===== config.mk =====
export PLATFORM = sky130hd
export DESIGN_NAME = wish_packetarbiter_flat
export DESIGN_NICKNAME = d
export VERILOG_FILES = /design/src/rtl/wish_packetarbiter_if.sv /design/src/rtl/wish_packetarbiter.sv /design/src/flat_wrapper.sv
export SDC_FILE = /design/constraint.sdc
export NUM_CORES = 1
export LEC_CHECK = 0
export CELL_PAD_IN_SITES_DETAIL_PLACEMENT = 2
export CELL_PAD_IN_SITES_GLOBAL_PLACEMENT = 2
export CORE_UTILIZATION = 10
export CTS_BUF_LIST = sky130_fd_sc_hd__clkbuf_4 sky130_fd_sc_hd__clkbuf_8
export CTS_CLUSTER_SIZE = 10
export DETAILED_ROUTE_END_ITERATION = 8
export PLACE_DENSITY = 0.95
export SYNTH_ARGS = -nofsm -noshare
export SYNTH_HDL_FRONTEND = slang
export SYNTH_SLANG_ARGS = --single-unit

===== constraint.sdc =====
create_clock -name clk_i -period 1.2 [get_ports clk_i]
set_input_delay 0.18 -clock clk_i [delete_from_list [all_inputs] [get_ports clk_i]]
set_output_delay 0.18 -clock clk_i [all_outputs]
set_load 0.02 [all_outputs]

===== src/rtl/wish_packetarbiter_if.sv =====
// Bundle of N_SRC stream sources and one stream sink around wish_packetarbiter.
// slave modport is the arbiter's view; master modport is the sources/sink side.
interface wish_packetarbiter_if #(
  parameter int unsigned N_SRC      = 2,
  parameter int unsigned DATA_WIDTH = 64
);
  logic [N_SRC*DATA_WIDTH-1:0] s_dat_i;
  logic [N_SRC-1:0]            s_stb_i;
  logic [N_SRC-1:0]            s_cyc_i;
  logic [2*N_SRC-1:0]          s_tgc_i;
  logic [N_SRC-1:0]            s_ack_o;
  logic [DATA_WIDTH-1:0]       m_dat_o;
  logic                        m_stb_o;
  logic                        m_cyc_o;
  logic [1:0]                  m_tgc_o;
  logic                        m_ack_i;

  modport slave (
    input  s_dat_i, s_stb_i, s_cyc_i, s_tgc_i, m_ack_i,
    output s_ack_o, m_dat_o, m_stb_o, m_cyc_o, m_tgc_o
  );

  modport master (
    output s_dat_i, s_stb_i, s_cyc_i, s_tgc_i, m_ack_i,
    input  s_ack_o, m_dat_o, m_stb_o, m_cyc_o, m_tgc_o
  );
endinterface


===== src/rtl/wish_packetarbiter.sv =====
// Packet-locked round-robin arbiter sharing one stream sink between N_SRC sources.
// Optional idle watchdog enabled by defining WISH_PACKET_ARBITER_WATCHDOG_EN.
module wish_packetarbiter #(
  parameter int unsigned N_SRC      = 2,
  parameter int unsigned DATA_WIDTH = 64,
  parameter int unsigned TIMEOUT    = 16
) (
  input  logic                 clk_i,
  input  logic                 rst_i,
  wish_packetarbiter_if.slave  bus,
  output logic [N_SRC-1:0]     gnt_o,
  output logic                 err_o
);

  localparam int unsigned IW = (N_SRC > 1) ? $clog2(N_SRC) : 1;

  typedef enum logic {IDLE, LOCKED} state_t;

  state_t           r_state, w_state_nxt;
  logic [IW-1:0]    r_gnt, r_rr;
  logic [IW-1:0]    w_gnt_nxt, w_rr_nxt, w_rr_adv, w_pick, w_idx;
  logic [N_SRC-1:0] w_req;
  logic             w_any, w_xfer, w_cyc_g, w_wd_hit;

  assign w_req    = bus.s_stb_i & bus.s_cyc_i;
  assign w_xfer   = bus.m_stb_o & bus.m_ack_i;
  assign w_rr_adv = (32'(r_gnt) == N_SRC - 1) ? '0 : r_gnt + 1'b1;

  // First requester scanning upward from the round-robin pointer, wrapping.
  always_comb begin
    w_any  = 1'b0;
    w_pick = '0;
    w_idx  = '0;
    for (int unsigned i = 0; i < N_SRC; i++) begin
      w_idx = IW'((32'(r_rr) + i) % N_SRC);
      if (!w_any && w_req[w_idx]) begin
        w_any  = 1'b1;
        w_pick = w_idx;
      end
    end
  end

  always_comb begin
    bus.m_dat_o = '0;
    bus.m_tgc_o = '0;
    bus.m_stb_o = 1'b0;
    bus.m_cyc_o = 1'b0;
    bus.s_ack_o = '0;
    gnt_o       = '0;
    w_cyc_g     = 1'b0;
    if (r_state == LOCKED) begin
      bus.m_cyc_o = 1'b1;
      for (int unsigned k = 0; k < N_SRC; k++) begin
        if (k == 32'(r_gnt)) begin
          bus.m_dat_o    = bus.s_dat_i[k*DATA_WIDTH +: DATA_WIDTH];
          bus.m_tgc_o    = bus.s_tgc_i[2*k +: 2];
          bus.m_stb_o    = w_req[k];
          bus.s_ack_o[k] = bus.m_ack_i & w_req[k];
          gnt_o[k]       = 1'b1;
          w_cyc_g        = bus.s_cyc_i[k];
        end
      end
    end
  end

  always_comb begin
    w_state_nxt = r_state;
    w_gnt_nxt   = r_gnt;
    w_rr_nxt    = r_rr;
    case (r_state)
      IDLE: begin
        if (w_any) begin
          w_state_nxt = LOCKED;
          w_gnt_nxt   = w_pick;
        end
      end
      LOCKED: begin
        if (!w_cyc_g || (w_xfer && bus.m_tgc_o[1]) || w_wd_hit) begin
          w_state_nxt = IDLE;
          w_rr_nxt    = w_rr_adv;
        end
      end
      default: w_state_nxt = IDLE;
    endcase
  end

  always_ff @(posedge clk_i or negedge rst_i) begin
    if (!rst_i) begin
      r_state <= IDLE;
      r_gnt   <= '0;
      r_rr    <= '0;
    end else begin
      r_state <= w_state_nxt;
      r_gnt   <= w_gnt_nxt;
      r_rr    <= w_rr_nxt;
    end
  end

`ifdef WISH_PACKET_ARBITER_WATCHDOG_EN
  localparam int unsigned WW = $clog2(TIMEOUT + 1);

  logic [WW-1:0] r_wd;
  logic          r_err;

  // Abandon takes precedence, so a dropped cycle never raises err_o.
  assign w_wd_hit = (r_state == LOCKED) && w_cyc_g && !bus.m_stb_o &&
                    (32'(r_wd) == TIMEOUT - 1);
  assign err_o    = r_err;

  always_ff @(posedge clk_i or negedge rst_i) begin
    if (!rst_i) begin
      r_wd  <= '0;
      r_err <= 1'b0;
    end else begin
      r_err <= w_wd_hit;
      if (r_state != LOCKED || w_xfer || w_wd_hit)
        r_wd <= '0;
      else if (!bus.m_stb_o)
        r_wd <= r_wd + 1'b1;
    end
  end
`else
  assign w_wd_hit = 1'b0;
  assign err_o    = 1'b0;
`endif

endmodule


===== src/flat_wrapper.sv =====
// flat-port wrapper written by rule: the top's interface ports become plain ports
module wish_packetarbiter_flat 
#(
  parameter int unsigned N_SRC      = 2,
  parameter int unsigned DATA_WIDTH = 64,
  parameter int unsigned TIMEOUT    = 16
)
  (clk_i, rst_i, gnt_o, err_o, bus_s_dat_i, bus_s_stb_i, bus_s_cyc_i, bus_s_tgc_i, bus_m_ack_i, bus_s_ack_o, bus_m_dat_o, bus_m_stb_o, bus_m_cyc_o, bus_m_tgc_o);
  wish_packetarbiter_if #(.N_SRC(N_SRC), .DATA_WIDTH(DATA_WIDTH)) bus_i ();
  input  logic clk_i;
  input  logic rst_i;
  output logic [N_SRC-1:0] gnt_o;
  output logic err_o;
  input wire logic [$bits(bus_i.s_dat_i)-1:0] bus_s_dat_i;
  input wire logic [$bits(bus_i.s_stb_i)-1:0] bus_s_stb_i;
  input wire logic [$bits(bus_i.s_cyc_i)-1:0] bus_s_cyc_i;
  input wire logic [$bits(bus_i.s_tgc_i)-1:0] bus_s_tgc_i;
  input wire logic [$bits(bus_i.m_ack_i)-1:0] bus_m_ack_i;
  output wire logic [$bits(bus_i.s_ack_o)-1:0] bus_s_ack_o;
  output wire logic [$bits(bus_i.m_dat_o)-1:0] bus_m_dat_o;
  output wire logic [$bits(bus_i.m_stb_o)-1:0] bus_m_stb_o;
  output wire logic [$bits(bus_i.m_cyc_o)-1:0] bus_m_cyc_o;
  output wire logic [$bits(bus_i.m_tgc_o)-1:0] bus_m_tgc_o;
  assign bus_i.s_dat_i = bus_s_dat_i;
  assign bus_i.s_stb_i = bus_s_stb_i;
  assign bus_i.s_cyc_i = bus_s_cyc_i;
  assign bus_i.s_tgc_i = bus_s_tgc_i;
  assign bus_i.m_ack_i = bus_m_ack_i;
  assign bus_s_ack_o = bus_i.s_ack_o;
  assign bus_m_dat_o = bus_i.m_dat_o;
  assign bus_m_stb_o = bus_i.m_stb_o;
  assign bus_m_cyc_o = bus_i.m_cyc_o;
  assign bus_m_tgc_o = bus_i.m_tgc_o;
  wish_packetarbiter #(.N_SRC(N_SRC), .DATA_WIDTH(DATA_WIDTH), .TIMEOUT(TIMEOUT)) u_core (.clk_i(clk_i), .rst_i(rst_i), .bus(bus_i), .gnt_o(gnt_o), .err_o(err_o));
endmodule

# After elaboration in Yosys (flattened, before gate mapping)
# Index checks and enable logic that the tools add are counted.
[totals]
register_bits = 3
latch_bits = 0
ramBits = 0
mem_bits_ro = 0
inputBits = 139
output_inout_bits = 73
word_cells = 46
mem_count = 0
[classes]
add_sub_neg = 2
multipliers = 0
div_mod_pow = 0
magnitude_cmp = 2
eq_ne = 0
shift = 0
muxes = 27
bitwise_logic = 5
reduce_logical = 7
[ops]
columns = ["cell", "n"]
rows = [
  ["$mux W64", 2],
  ["$mux W1", 20],
  ["$mux W2", 4],
  ["$lt A1 B2 Y1 const B", 2],
  ["$reduce_and A2 Y1", 2],
  ["$and A1 B1 Y1", 3],
  ["$add A1 B1 Y1 const B", 2],
  ["$and A2 B2 Y2", 1],
  ["$logic_and A1 B1 Y1", 2],
  ["$logic_not A1 Y1", 2],
  ["$pmux W1 S2", 1],
  ["$logic_or A1 B1 Y1", 1],
  ["$not A1 Y1", 1],
]

# Logic depth before layout (Yosys ltp)
[logic_depth]
ltp_word = 9
depth_mapped = 5
mapped_depth_nobuf = 3

# Worst setup path before layout
# OpenSTA, ideal clock, no wires.
[synth_path]
kind = "register to output"
from = "register u_core.r_state"
to = "output port bus_m_dat_o[42]"
arrival_time_ns = 1.315
required_ns = 1.020
setup_slack_ns = -0.295
path_stages_with_launch = 5
path_cell_list = "dfrtp_1 inv_2 buf_2 buf_1 nor2_1"
[synth_via]
elab_chain_cells = 1
[synth_lines]
columns = ["element", "line_no", "rtl"]
rows = [
  ["start: declaration", "wish_packetarbiter.sv:19", "state_t r_state, w_state_nxt;"],
  ["start signal: assignment", "wish_packetarbiter.sv:93", "r_state <= w_state_nxt;"],
  ["$mux W64", "wish_packetarbiter.sv:51", "if (r_state == LOCKED) begin"],
  ["end: declaration", "flat_wrapper.sv:20", "output wire logic [$bits(bus_i.m_dat_o)-1:0] bus_m_dat_o;"],
]
# Every way passes these cells.

# Final worst setup path
[layout_path]
from = "register u_core.r_gnt"
to = "register u_core.r_state"
[layout_via]
elab_chain_cells = 7
elab_cells_between_ends = 12
[layout_lines]
columns = ["element", "line_no", "rtl"]
rows = [
  ["start: declaration", "wish_packetarbiter.sv:20", "logic [IW-1:0] r_gnt, r_rr;"],
  ["start signal: assignment", "wish_packetarbiter.sv:94", "r_gnt <= w_gnt_nxt;"],
  ["$mux W1", "wish_packetarbiter.sv:54", "if (k == 32'(r_gnt)) begin"],
  ["$mux W1", "wish_packetarbiter.sv:51", ""],
  ["$and A1 B1 Y1", "wish_packetarbiter.sv:26", "assign w_xfer = bus.m_stb_o & bus.m_ack_i;"],
  ["$logic_and A1 B1 Y1", "wish_packetarbiter.sv:78", "if (!w_cyc_g || (w_xfer && bus.m_tgc_o[1]) || w_wd_hit) begin"],
  ["$logic_or A1 B1 Y1 *", "wish_packetarbiter.sv:78", ""],
  ["$mux W1 *", "wish_packetarbiter.sv:78", ""],
  ["$pmux W1 S2 *", "wish_packetarbiter.sv:70", "case (r_state)"],
  ["net u_core.w_state_nxt", "wish_packetarbiter.sv:19", ""],
]
# Mark *: on every way through the listed nets, which the timed path passes. The rest lies on a longest branch.
# A chain may end at the register's enable or synchronous reset.

==> impl_metrics.ini <==
[timing]
fin_worst_skew_ns = 0.000655
timing_max_transition_violations_final = 0
post-route-period-util = 1.47
max_freq_ghz = 0.567
final_period_minus_worst_setup_slack_ns = 1.76
hold_viol = 0
final_setup_viols = 73
worst_slack_ns = -0.562
setup_repair_after_global_routing_missed_its_margin = true

[final_layout]
layout.cells.most_common = sky130_fd_sc_hd__clkdlybuf4s50_1
layout-area-overhead-vs-synth_pct = 288
stdcell_area_sq_um = 4820
finish.net_count = 560
most-common-layout-cells = 138 x sky130_fd_sc_hd__clkdlybuf4s50_1, 58 x sky130_fd_sc_hd__buf_6, 42 x sky130_fd_sc_hd__nor2_2, 32 x sky130_fd_sc_hd__buf_4, 27 x sky130_fd_sc_hd__mux2i_4
post_route_cells_drive_above_1_share = 0.583
antenna_diode_count = 0
nFillCells = 1264

[synthesis]
ys_warn_count = 0
share_of_async_settable_or_async_resettable_flops_after_synthesis = 1.00
synth_edf_count = 0
synthDistinctLibCells = 26
synth_seq_cells = 3
syn-num-nets = 317
synthCells = 178
synth_sequential_area_ratio = 0.0604
ys.flop_type = sky130_fd_sc_hd__dfrtp_1
mappedNetlistArea_sq_um = 1240
synth_area_per_cell_sq_um = 6.98

[floorplan]
floorplan.initialDensity = 0.103
core.rowCount = 40
die-height_microns = 113
die_width_microns = 113
design.die.area_sq_um = 12900
top_level_ports = 212
core_region_area_sq_um = 12100

[global_routing]
grt.total_usage = 0.160
grt_start_max_net_pins = 38
grt_pass1_wl_microns = 15500
first_global_vias = 2770
antenna_found_initial = 0
grt.overflow.total = 0

[critical_path]
crit_path_cell_trace = buf_12 -> buf_16 -> mux2i_4 -> buf_6 -> buf_6 -> a211oi_2 -> o21ai_1
timing.setup.critical_path_class = reg -> reg
r2r_slack_ns = -0.56
start_kind = register
worst_ep_required_time_ns = 1.29
cp.arrival_ns = 1.85
worstReg2RegStart = u_core.r_gnt
critical_path_peak_fanout = 6
cp_slowest_cell = sky130_fd_sc_hd__dfrtp_4
critical-path-top-cell-by-count = sky130_fd_sc_hd__buf_6
rr_worst_depth = 7
r2r-end = u_core.r_state
worst_setup_path_end_kind = register
cp_slowest_stage_delay_ns = 0.53

[hold_path]
hp-class = in -> async

[clock_network]
num_clock_sinks = 3
cts.htree.levels = 1
tritoncts_clock_tree = done
clock_path_buffers = 2
clock_latency_ns = 0.22
ctsHoldBuffers = 0
cts-buffers-inserted = 3
worst_setup_hold_path_clk_slew_ns = 0.03
clock-root-buffer = sky130_fd_sc_hd__clkbuf_8

[route]
drt.antenna.violating_nets = 0
initialDrtViolationCount = 34
route.detailed.drc = 0
via_per_inst = 3.97
drt_first_pass_iters = 3
route.detailed.wl_per_inst_microns = 18.4
routed-via-count = 2332
total_routed_length_microns = 10800

[placement]
buffer_ports.inserted = 210
routabilityCongestion = 0.707
post_dp_cell_area_sq_um = 3940
hpwlAfterDp_microns = 7280
place_worst_setup_slack_ns = -0.688

[power]
total_power_mw = 10.4
cellPowerDensity_nw_per_um2 = 2160
vdd_drop_max_v = 0.000664
leakage_power_total_nw = 1.89

[status]
run_status = finished, violations left
violations = negative setup slack

[run]
maxCapViolCount = 0
==> layer usage <==
metal	wire (microns)	vias to the layer above	GRT usage
met2	6420	124	0.357
li1	-	1100	-
met4	23	0	0.0105
met3	819	4	0.0356
met1	3560	1104	0.147
met5	0	-	0
==> sequential cells by signal (all words and copies together), names as in the netlist <==
name            count
u_core.r_state      1
u_core.r_gnt        1
u_core.r_rr         1
==> stage by stage <==
stage / hold slack (ns) / util / cells / setup TNS, ns
final: 0.162 / 0.400 / 588 / -31.82
after global routing: 0.182 / 0.400 / 588 / -35.19
after CTS: 0.154 / 0.385 / 585 / -32.64
after detailed placement: 0.383 / 0.327 / 560 / -44.62
after global placement: 0.370 / 0.327 / 560 / -42.46
after floorplan: -0.116 / - / 178 / -1.90
==> area by class of cell <==
type / count / area (sq um) / share of cell area
repair buffers: 254 / 2680 / 0.555
multi-input cells: 155 / 1790 / 0.371
inverters: 4 / 17.5 / 0.00363
well taps: 168 / 210 / 0.0436
flip-flops and latches: 3 / 80.1 / 0.0166
clock buffers: 4 / 48.8 / 0.0101
==> cell families after synthesis <==
group	synth area share
simple gates	0.253
compound gates	0.0584
buf+inv	0.0846
flops	0.0604
other cells	0.00302
mux	0.541
==> synthesized netlist by cell type (2+ instances only) <==
cell type	n	area (sq um)
sky130_fd_sc_hd__buf_2	6	30.0
sky130_fd_sc_hd__nand2_1	3	11.3
sky130_fd_sc_hd__dfrtp_1	3	75.1
sky130_fd_sc_hd__clkbuf_1	4	15.0
sky130_fd_sc_hd__o21ai_0	3	15.0
sky130_fd_sc_hd__buf_4	4	30.0
sky130_fd_sc_hd__nand3_1	2	10.0
sky130_fd_sc_hd__inv_1	3	11.3
sky130_fd_sc_hd__nor2_1	68	255
sky130_fd_sc_hd__mux2i_1	66	661
==> worst max-delay path by stage <==
stage	from	end	cells past startpoint
2_1_floorplan	u_core.r_gnt	bus_m_dat_o[33]	5
4_1_cts	u_core.r_gnt	bus_m_dat_o[4]	5
6_report	u_core.r_gnt	u_core.r_state	7
3_3_place_gp	u_core.r_gnt	bus_m_dat_o[9]	4
5_1_grt	u_core.r_gnt	u_core.r_state	7
3_5_place_dp	u_core.r_gnt	bus_m_dat_o[48]	4
==> report_power, final <==
part | internal, mW | switching (mW)
sequential | 0.167 | 0.0948
combinational | 5.23 | 4.58
clock | 0.250 | 0.0735
total | 5.65 | 4.75
==> critical path: cells and delay by family, from the launching register on <==
family                 cells  cell delay (ns)
flip-flops                 1             0.53
buffers and inverters      4             0.55
multiplexers               1             0.19
AO/OA/AOI/OAI              2             0.36
==> what timing repair did <==
action | CTS | global route
gates resized for setup | 463 | 48
buffers inserted | 14 | 10
setup endpoints to repair | 74 | 75
gates cloned | 7 | 1
pin swaps | 12 | 20
(Power assumes the default switching activity.)
